--- src/rtl/v850_pkg.sv ---
// v850_pkg
//   Shared types and constants for the V850 exception sequencer slice:
//   sequencer state encoding, exception kinds (ordered by priority),
//   return-kind encodings, PSW bit positions and default handler vectors.
package v850_pkg;

  typedef enum logic [2:0] {
    ST_IDLE,
    ST_DRAIN,
    ST_SAVE,
    ST_PSWUPD,
    ST_REDIR,
    ST_RESTORE
  } seq_state_t;

  // Numeric order of the encodings is the priority order (DB highest),
  // so a plain magnitude compare picks the more urgent kind.
  typedef enum logic [1:0] {
    EXC_EI = 2'd0,
    EXC_FE = 2'd1,
    EXC_DB = 2'd2
  } exc_kind_t;

  localparam logic [1:0] RET_EIRET = 2'd0;
  localparam logic [1:0] RET_FERET = 2'd1;
  localparam logic [1:0] RET_DBRET = 2'd2;

  localparam int unsigned PSW_ID = 5;
  localparam int unsigned PSW_EP = 6;
  localparam int unsigned PSW_NP = 7;

  localparam logic [31:0] VEC_EI_DEF = 32'h0000_0080;
  localparam logic [31:0] VEC_FE_DEF = 32'h0000_0060;
  localparam logic [31:0] VEC_DB_DEF = 32'h0000_0040;

  // Map a raw return kind onto a legal one; the reserved code 3 behaves as EIRET.
  function automatic logic [1:0] legal_ret_kind(input logic [1:0] rk);
    return (rk == 2'd3) ? RET_EIRET : rk;
  endfunction

endpackage

--- src/rtl/v850_exc_pick.sv ---
// v850_exc_pick
//   Combinational masking and priority selection of pending exception
//   requests against the current PSW.
//   Inputs : ei/fe/db_req level requests, their 16-bit cause codes, psw.
//   Outputs: vld (some request is eligible), kind (winner), code (winner cause).
//   Eligibility: DB always; FE when NP=0; EI when ID=0 and NP=0.
//   Priority: DB > FE > EI.
module v850_exc_pick
  import v850_pkg::*;
(
  input  logic        ei_req,
  input  logic        fe_req,
  input  logic        db_req,
  input  logic [15:0] ei_code,
  input  logic [15:0] fe_code,
  input  logic [15:0] db_code,
  input  logic [31:0] psw,
  output logic        vld,
  output exc_kind_t   kind,
  output logic [15:0] code
);

  logic fe_ok;
  logic ei_ok;

  always_comb begin
    fe_ok = ~psw[PSW_NP];
    ei_ok = ~psw[PSW_NP] & ~psw[PSW_ID];
    vld   = 1'b0;
    kind  = EXC_EI;
    code  = '0;
    if (db_req) begin
      vld  = 1'b1;
      kind = EXC_DB;
      code = db_code;
    end else if (fe_req && fe_ok) begin
      vld  = 1'b1;
      kind = EXC_FE;
      code = fe_code;
    end else if (ei_req && ei_ok) begin
      vld  = 1'b1;
      kind = EXC_EI;
      code = ei_code;
    end
  end

endmodule

--- src/rtl/v850_exc_seq.sv ---
// v850_exc_seq
//   Exception entry / return sequencer. Arbitrates EI/FE/DB entries and
//   EIRET/FERET/DBRET returns, stalls until the pipeline drains, then
//   writes the save bank, updates PSW and redirects the PC.
//   Ports:
//     clk, rst_n                 clock, async active-low reset
//     *_req / *_code / *_ack     exception request, cause, completion pulse
//     ret_req/ret_kind/ret_ack   return request, kind, completion pulse
//     cur_pc, cur_psw            live state to save / modify
//     eipc..dbpsw                saved-state read values for returns
//     pipe_idle                  pipeline drained
//     stall                      hold fetch/issue while sequencing
//     save_we/sel/pc/psw/cause   save-bank write
//     psw_we/psw_wdata           PSW write
//     redir_vld/redir_pc         PC redirect
module v850_exc_seq
  import v850_pkg::*;
#(
  parameter logic [31:0] VEC_EI = VEC_EI_DEF,
  parameter logic [31:0] VEC_FE = VEC_FE_DEF,
  parameter logic [31:0] VEC_DB = VEC_DB_DEF
) (
  input  logic        clk,
  input  logic        rst_n,
  input  logic        ei_req,
  input  logic        fe_req,
  input  logic        db_req,
  input  logic [15:0] ei_code,
  input  logic [15:0] fe_code,
  input  logic [15:0] db_code,
  output logic        ei_ack,
  output logic        fe_ack,
  output logic        db_ack,
  input  logic        ret_req,
  input  logic [1:0]  ret_kind,
  output logic        ret_ack,
  input  logic [31:0] cur_pc,
  input  logic [31:0] cur_psw,
  input  logic [31:0] eipc,
  input  logic [31:0] eipsw,
  input  logic [31:0] fepc,
  input  logic [31:0] fepsw,
  input  logic [31:0] dbpc,
  input  logic [31:0] dbpsw,
  input  logic        pipe_idle,
  output logic        stall,
  output logic        save_we,
  output logic [1:0]  save_sel,
  output logic [31:0] save_pc,
  output logic [31:0] save_psw,
  output logic [15:0] save_cause,
  output logic        psw_we,
  output logic [31:0] psw_wdata,
  output logic        redir_vld,
  output logic [31:0] redir_pc
);

  seq_state_t  state_q, state_d;
  exc_kind_t   kind_q, kind_d;
  logic [15:0] code_q, code_d;
  logic        is_ret_q, is_ret_d;
  logic [1:0]  rkind_q, rkind_d;

  logic        pick_vld;
  exc_kind_t   pick_kind;
  logic [15:0] pick_code;

  v850_exc_pick u_pick (
    .ei_req  (ei_req),
    .fe_req  (fe_req),
    .db_req  (db_req),
    .ei_code (ei_code),
    .fe_code (fe_code),
    .db_code (db_code),
    .psw     (cur_psw),
    .vld     (pick_vld),
    .kind    (pick_kind),
    .code    (pick_code)
  );

  always_ff @(posedge clk or negedge rst_n) begin
    if (!rst_n) begin
      state_q  <= ST_IDLE;
      kind_q   <= EXC_EI;
      code_q   <= '0;
      is_ret_q <= 1'b0;
      rkind_q  <= RET_EIRET;
    end else begin
      state_q  <= state_d;
      kind_q   <= kind_d;
      code_q   <= code_d;
      is_ret_q <= is_ret_d;
      rkind_q  <= rkind_d;
    end
  end

  // Next state and latched request bookkeeping.
  always_comb begin
    state_d  = state_q;
    kind_d   = kind_q;
    code_d   = code_q;
    is_ret_d = is_ret_q;
    rkind_d  = rkind_q;
    unique case (state_q)
      ST_IDLE: begin
        if (pick_vld) begin
          kind_d   = pick_kind;
          code_d   = pick_code;
          is_ret_d = 1'b0;
          state_d  = ST_DRAIN;
        end else if (ret_req) begin
          rkind_d  = legal_ret_kind(ret_kind);
          is_ret_d = 1'b1;
          state_d  = ST_DRAIN;
        end
      end
      ST_DRAIN: begin
        // Any eligible exception preempts a pending return; among
        // exceptions only a strictly higher-priority kind replaces.
        // Replacement and the drain exit may happen in the same cycle.
        if (pick_vld && (is_ret_q || (pick_kind > kind_q))) begin
          kind_d   = pick_kind;
          code_d   = pick_code;
          is_ret_d = 1'b0;
        end
        if (pipe_idle) begin
          state_d = is_ret_d ? ST_RESTORE : ST_SAVE;
        end
      end
      ST_SAVE:    state_d = ST_PSWUPD;
      ST_PSWUPD:  state_d = ST_REDIR;
      ST_REDIR:   state_d = ST_IDLE;
      ST_RESTORE: state_d = ST_IDLE;
      default:    state_d = ST_IDLE;
    endcase
  end

  logic [31:0] ei_vec;

  // Outputs decode from the registered state only, so an asynchronous
  // reset clears every strobe within the same cycle.
  always_comb begin
    ei_vec     = VEC_EI + {22'd0, code_q[5:0], 4'h0};
    stall      = (state_q != ST_IDLE);
    save_we    = 1'b0;
    save_sel   = '0;
    save_pc    = '0;
    save_psw   = '0;
    save_cause = '0;
    psw_we     = 1'b0;
    psw_wdata  = '0;
    redir_vld  = 1'b0;
    redir_pc   = '0;
    ei_ack     = 1'b0;
    fe_ack     = 1'b0;
    db_ack     = 1'b0;
    ret_ack    = 1'b0;
    unique case (state_q)
      ST_SAVE: begin
        save_we    = 1'b1;
        save_sel   = kind_q;
        save_pc    = cur_pc;
        save_psw   = cur_psw;
        save_cause = code_q;
      end
      ST_PSWUPD: begin
        psw_we            = 1'b1;
        psw_wdata         = cur_psw;
        psw_wdata[PSW_ID] = 1'b1;
        if (kind_q != EXC_EI) begin
          psw_wdata[PSW_NP] = 1'b1;
        end
      end
      ST_REDIR: begin
        redir_vld = 1'b1;
        unique case (kind_q)
          EXC_FE: begin
            redir_pc = VEC_FE;
            fe_ack   = 1'b1;
          end
          EXC_DB: begin
            redir_pc = VEC_DB;
            db_ack   = 1'b1;
          end
          default: begin
            redir_pc = ei_vec;
            ei_ack   = 1'b1;
          end
        endcase
        redir_pc[0] = 1'b0;
      end
      ST_RESTORE: begin
        psw_we    = 1'b1;
        redir_vld = 1'b1;
        ret_ack   = 1'b1;
        unique case (rkind_q)
          RET_FERET: begin
            psw_wdata = fepsw;
            redir_pc  = fepc;
          end
          RET_DBRET: begin
            psw_wdata = dbpsw;
            redir_pc  = dbpc;
          end
          default: begin
            psw_wdata = eipsw;
            redir_pc  = eipc;
          end
        endcase
        redir_pc[0] = 1'b0;
      end
      default: ;
    endcase
  end

endmodule

--- config.mk ---
export PLATFORM = sky130hd
export DESIGN_NAME = v850_exc_seq
export DESIGN_NICKNAME = d
export VERILOG_FILES = /design/src/rtl/v850_pkg.sv /design/src/rtl/v850_exc_pick.sv /design/src/rtl/v850_exc_seq.sv
export SDC_FILE = /design/constraint.sdc
export NUM_CORES = 1
export LEC_CHECK = 0
export CELL_PAD_IN_SITES_DETAIL_PLACEMENT = 2
export CELL_PAD_IN_SITES_GLOBAL_PLACEMENT = 2
export CORE_UTILIZATION = 11
export CTS_CLUSTER_SIZE = 30
export DETAILED_ROUTE_END_ITERATION = 10
export GPL_ROUTABILITY_DRIVEN = 0
export GPL_TIMING_DRIVEN = 0
export PLACE_DENSITY = 0.86
export SLEW_MARGIN = 10
export SYNTH_ARGS = -nofsm -noshare
export SYNTH_HDL_FRONTEND = slang
export SYNTH_SLANG_ARGS = --single-unit
--- constraint.sdc ---
create_clock -name clk -period 2.41 [get_ports clk]
set_clock_uncertainty 0.05 [all_clocks]
set_input_delay 0.3615 -clock clk [delete_from_list [all_inputs] [get_ports clk]]
set_output_delay 0.3615 -clock clk [all_outputs]
set_load 0.02 [all_outputs]
# == Word-level counts from Yosys, hierarchy flattened ==
# Index checks and enable logic that the tools add are counted.
# op_classes
eq_ne,14
order_cmp,1
mux,45
n_reduce_logical,15
addsub,1
bitwise_logic,4
# op_table
operator,count
case mux 32 bit (2 select lines),4
two-way mux 16 bit,6
two-way mux 32 bit,2
case mux 16 bit (2 select lines),1
case mux 11 bit (2 select lines),1
two-way mux 1 bit,19
two-way mux 3 bit,4
case mux 3 bit (4 select lines),1
"adder 8 x 10 -> 11 bit, first input constant",1
two-way mux 2 bit,5
"equality test 2 bit, second input constant",3
"equality test 3 x 2 -> 1 bit, second input constant",2
"equality test 3 bit, second input constant",2
"inequality test 2 bit, second input constant",3
AND reduction 3 bit,2
OR reduction 2 bit,3
"equality test 2 x 1 -> 1 bit, second input constant",2
case mux 2 bit (2 select lines),1
AND reduction 2 bit,2
nonzero test 2 bit,2
"equality test 3 x 1 -> 1 bit, second input constant",1
logical AND 1 bit,3
logical NOT 3 bit,1
"inequality test 3 bit, second input constant",1
6 further kinds,8
# word_totals
regBits,24
input_bits,313

# == Longest topological paths before layout ==
# depth
depth_word,12
ltp_mapped,10

# == Cells and area by module ==
# A second synthesis with hierarchy kept.
# hier_totals
cells_unflattened,562
area_unflattened_um2,3736.1
# by_module_without_submodules
module,cells_per_inst,seq_area_each_um2,n_inst,area_per_inst_um2
v850_exc_seq,517,600.6,1,3359.5
v850_exc_pick,45,0.0,1,376.6

# == Worst setup path after synthesis ==
# No wires, ideal clock.
# synth_path
kind,input port to flip-flop
from,input cur_psw[7]
to,register code_q[15]
path_buffers,3
slack_ps,-405
t_required_ps,2235
setup_ps,125
path_stages,10
arrival_time_ps,2640
path_cell_list,nand2b_1 -> buf_2 -> clkbuf_1 -> or2_2 -> ha_1 -> nand2_1 -> o21ai_2 -> a2111oi_4 -> buf_8 -> mux2_4
# synth_via
elab_chain_len,9
word_cells_on_any_way,21
# synth_lines
item,line,source
"start, declared",v850_exc_seq.sv:38,"input logic [31:0] cur_psw,"
NOT 1 bit *,"v850_exc_pick.sv:27, v850_exc_pick.sv:28",
logical AND 1 bit or AND 1 bit (tied branches),"v850_exc_pick.sv:36, v850_exc_pick.sv:28",
two-way mux 1 bit or logical AND 1 bit (tied branches),"v850_exc_pick.sv:36, v850_exc_pick.sv:40",
two-way mux 2 bit or two-way mux 1 bit (tied branches),"v850_exc_pick.sv:32, v850_exc_pick.sv:40",
greater-than comparator 2 bit or two-way mux 1 bit (tied branches),"v850_exc_seq.sv:121, v850_exc_pick.sv:36",
logical OR 1 bit or two-way mux 1 bit (tied branches),"v850_exc_seq.sv:121, v850_exc_pick.sv:32",
logical AND 1 bit,v850_exc_seq.sv:121,if (pick_vld && (is_ret_q || (pick_kind > kind_q))) begin
inequality test 2 bit (no source line),-,
AND reduction 3 bit (no source line),-,
"end signal, assigned",v850_exc_seq.sv:91,code_q <= code_d;
"end, declared",v850_exc_seq.sv:60,"logic [15:0] code_q, code_d;"
# Every way passes the cells marked *; elsewhere a longest branch is shown, timed or not. The select of a mux whose other input is x is not followed.
# A chain may end at the register's enable or synchronous reset.

# == Worst setup path after layout ==
# layout_path
from,register rkind_q[0]
to,output psw_wdata[25]
# layout_via
elab_chain_len,3
word_cells_on_any_way,4
# layout_lines
item,line,source
"start, declared",v850_exc_seq.sv:62,"logic [1:0] rkind_q, rkind_d;"
"start signal, assigned",v850_exc_seq.sv:93,rkind_q <= rkind_d;
equality test 2 bit or equality test 2 x 1 -> 1 bit (tied branches),v850_exc_seq.sv:196,unique case (rkind_q)
case mux 32 bit (2 select lines) *,v850_exc_seq.sv:196,
case mux 32 bit (2 select lines) *,v850_exc_seq.sv:158,unique case (state_q)
"end, declared",v850_exc_seq.sv:53,"output logic [31:0] psw_wdata,"
# Every way passes the cells marked *; elsewhere a longest branch is shown, timed or not.

==> impl_results.md <==
- Synth Area in Compound Gates: 0.335
- Clk sink count: 24
- Commonest non-fill, non-tap cell in the layout: clkdlybuf4s50_1
- CTS H-Tree Depth: 1
- Routed Antenna Nets: 0
- Max capacitance violation total: 0
- CTS tree: yes
- Beginning of the critical path: rkind_q[0]$_DFFE_PN0P_
- Post-Syn Instances: 562
- Total number of vias: 6530
- First-pass GRT wire length: 47.3 mm
- Initial antenna violation count: 4
- Vias/cell: 4.30
- DR WL/cell: 22.2 um
- Mapped Area: 0.00380 sq mm
- Fmax: 420 MHz
- Final setup violation count: 0
- Top cells by area, synth: dfrtp_1 16%, and2_1 14%, a22oi_1 12%
- RSZ-0062 raised after global routing: true
- Worst Hold Class: input port to asynchronous set/reset pin
- Minimum clock period: 2.38 ns
- Pwr per Cell Area: 972 mW/mm^2
- Crit path to: psw_wdata[25]
- N_diodes: 0
- CP Capture Type: output pin
- Initial core utilization: 0.112
- Total core area: 0.0338 sq mm
- Clk pin slew, worst setup/hold paths: 0.07 ns
- Layout cell share with drive strength beyond 1: 0.304
- Main synth FF type: dfrtp_1
- Initial DRC Count: 115
- Pin count of the biggest net entering global routing: 25
- Post-synth ARST share: 1.00
- Syn Area/Cell: 6.76 sq um
- Max-Slew Margin vs Limit: 0.584
- Cts hold-fix bufs: 0
- Congestion Overflow GR: 0
- CTS root buf: clkbuf_16
- Simple-gate share of the synthesized area: 0.333
- Area grow syn2layout: 163%
- Reg2reg setup slack: 0.12 ns
- Max Slew Vio Count: 0
- Met2 track demand over resource: 0.342
- HPWL Detailed: 27.2 mm
- Crit Path Category: register to output pin
- Fin cells: 1518
- Met1 Use GR: 0.193
- Syn. warnings: 0
- Final period util: 0.987
- Die height: 188 um
- Inst Count DP: 1472
- Vias in the first global route: 7346
- Full die area: 0.0353 sq mm
- Commonest non-fill, non-tap cells in the layout: 309 x clkdlybuf4s50_1, 80 x nor2_1, 77 x buf_4, 75 x and2_1, 49 x a21oi_1
- Area of the multi-input gates: 0.00325 sq mm
- CTS Buf Count: 3
- Worst skew pair latency: 0.27 ns
- Req. time, crit path: 2.00 ns
- Busiest grt layer: met2
- Finished Core Util: 0.296
- DR pass1 iterations: 4
- Worst slew pin tran: 0.623 ns
- Worst reg2reg path endpoint: code_q[8]$_DFFE_PN0P_
- FF-to-FF Start: kind_q[1]$_DFFE_PN0P_
- Final setup TNS: 0 ns
- Maximum VDD drop: 0.000469 V
- Seq/Total Area, Yosys: 0.158
- Nets@finish: 1392
- Largest family of logic cells by synthesized area: compound AO/OA/AOI/OAI gates
- Storage element area: 602 sq um
- Post-synth top area share: 0.158
- CP arrival: 1.97 ns
- # IOs: 467
- Worst hold margin: 0.0437 ns
- Die width: 188 um
- EDFF count, synth: 0
- Filler cell count: 3802
- Drt drc: 0
- Critical Path Fanout Max: 5
- Post-Synth Adder-Cell Area: 0.0264
- M3 GR Usage: 0.0412
- Distinct cells, synth: 42
- GRT Total Usage: 0.179
- Final-report hold violation count: 0
- Xor/xnor cell area share of the yosys netlist: 0.00231
- Post-synthesis mux area share: 0.0672
- R2R cell count: 8
- Longest Clk Path Bufs: 2
- Status: finished clean
- Wirelength, routed: 33.6 mm
- CP startpoint kind: register
- Pleak: 0.00417 uW
- # rows: 67
- Synthesized Nets: 883
- Post-synth top area cell: dfrtp_1
- Port bufs: 462
- Post-synthesis register bit count: 24
[per-layer routing]
metal  up-vias  share of wire
met4         6          0.030
met2       311           0.52
met3        46          0.066
met5         -         0.0010
li1       3005              -
met1      3162           0.38
[final cells by class]
type                            count  area share
Timing Repair Buffer              510       0.480
Multi-Input combinational cell    469       0.326
Buffer                             54      0.0657
Sequential cell                    24      0.0603
Tap cell                          448      0.0561
Clock buffer                        4     0.00890
Inverter                            9     0.00338
[worst min path at each step]
stage | start | endpoint | slack (ns)
CTS | code_q[13]$_DFFE_PN0P_ | code_q[13]$_DFFE_PN0P_ | 0.46
detailed placement | code_q[13]$_DFFE_PN0P_ | code_q[13]$_DFFE_PN0P_ | 0.44
finish | rst_n | rkind_q[0]$_DFFE_PN0P_ | 0.04
global placement | code_q[14]$_DFFE_PN0P_ | code_q[14]$_DFFE_PN0P_ | 0.43
global route | rst_n | rkind_q[0]$_DFFE_PN0P_ | 0.09
floorplan | rst_n | code_q[0]$_DFFE_PN0P_ | 0.02
[state kept, by name, indices dropped and copies added, names as in the netlist]
name      flops
code_q       16
is_ret_q      1
kind_q        2
rkind_q       2
state_q       3
[metrics by stage]
step / instance area (sq um) / power (uW) / worst slack [ns]
3_3_place_gp: 9020 / 7040 / -1.72
6_report: 9980 / 9700 / 0.0309
5_1_grt: 9980 / 10300 / -0.0900
3_5_place_dp: 9020 / 7210 / -1.77
4_1_cts: 9750 / 9090 / -0.134
2_1_floorplan: 3840 / 4100 / -0.157
[power breakdown]
group | switching [uW] | total (uW) | internal, uW
Clock | 168 | 423 | 255
Sequential | 150 | 735 | 586
Combinational | 4400 | 8540 | 4140
[worst max-delay path, cell delays in order, from the launching register on]
cell     delay, ns
dfrtp_1       0.42
inv_2         0.07
ha_4          0.19
buf_12        0.13
buf_12        0.13
buf_4         0.15
a22oi_2       0.16
nor2_1        0.05
a21oi_1       0.14
o21ai_1       0.08
buf_2         0.16
[Yosys cell counts, types with 2 or more instances]
cell type / n
nor2_1: 89
and2_1: 82
a21oi_1: 67
a22oi_1: 63
clkbuf_1: 48
nand2_1: 37
o21ai_0: 35
dfrtp_1: 24
nor3b_1: 19
a221o_1: 16
inv_1: 9
mux2_4: 9
ha_1: 8
mux2_2: 8
nand2b_1: 5
buf_1: 4
buf_2: 3
buf_4: 3
mux2i_1: 3
a211oi_1: 2
and3_1: 2
and3b_1: 2
nand3b_1: 2
nor2b_1: 2
nor3_1: 2
o22ai_1: 2
[logic make-up (layout without fill, tap and decap cells)]
| logic type | Yosys count | after routing |
|---|---|---|
| AO/OA/AOI/OAI | 193 | 193 |
| XOR/XNOR | 1 | 1 |
| adder cells (fa/ha/maj) | 8 | 8 |
| buffers and inverters | 69 | 577 |
| flip-flops | 24 | 24 |
| multiplexers | 20 | 20 |
| other | 1 | 1 |
| AND/OR/NAND/NOR | 246 | 246 |
[timing repair]
item | CTS | global route
gates resized for setup | 632 | 174
buffers inserted | 30 | 12
pin swaps | 9 | 10
endpoints found under the setup margin | 168 | 136
cloned | 4 | 3
Note: power is estimated with default switching activity, not from simulation.
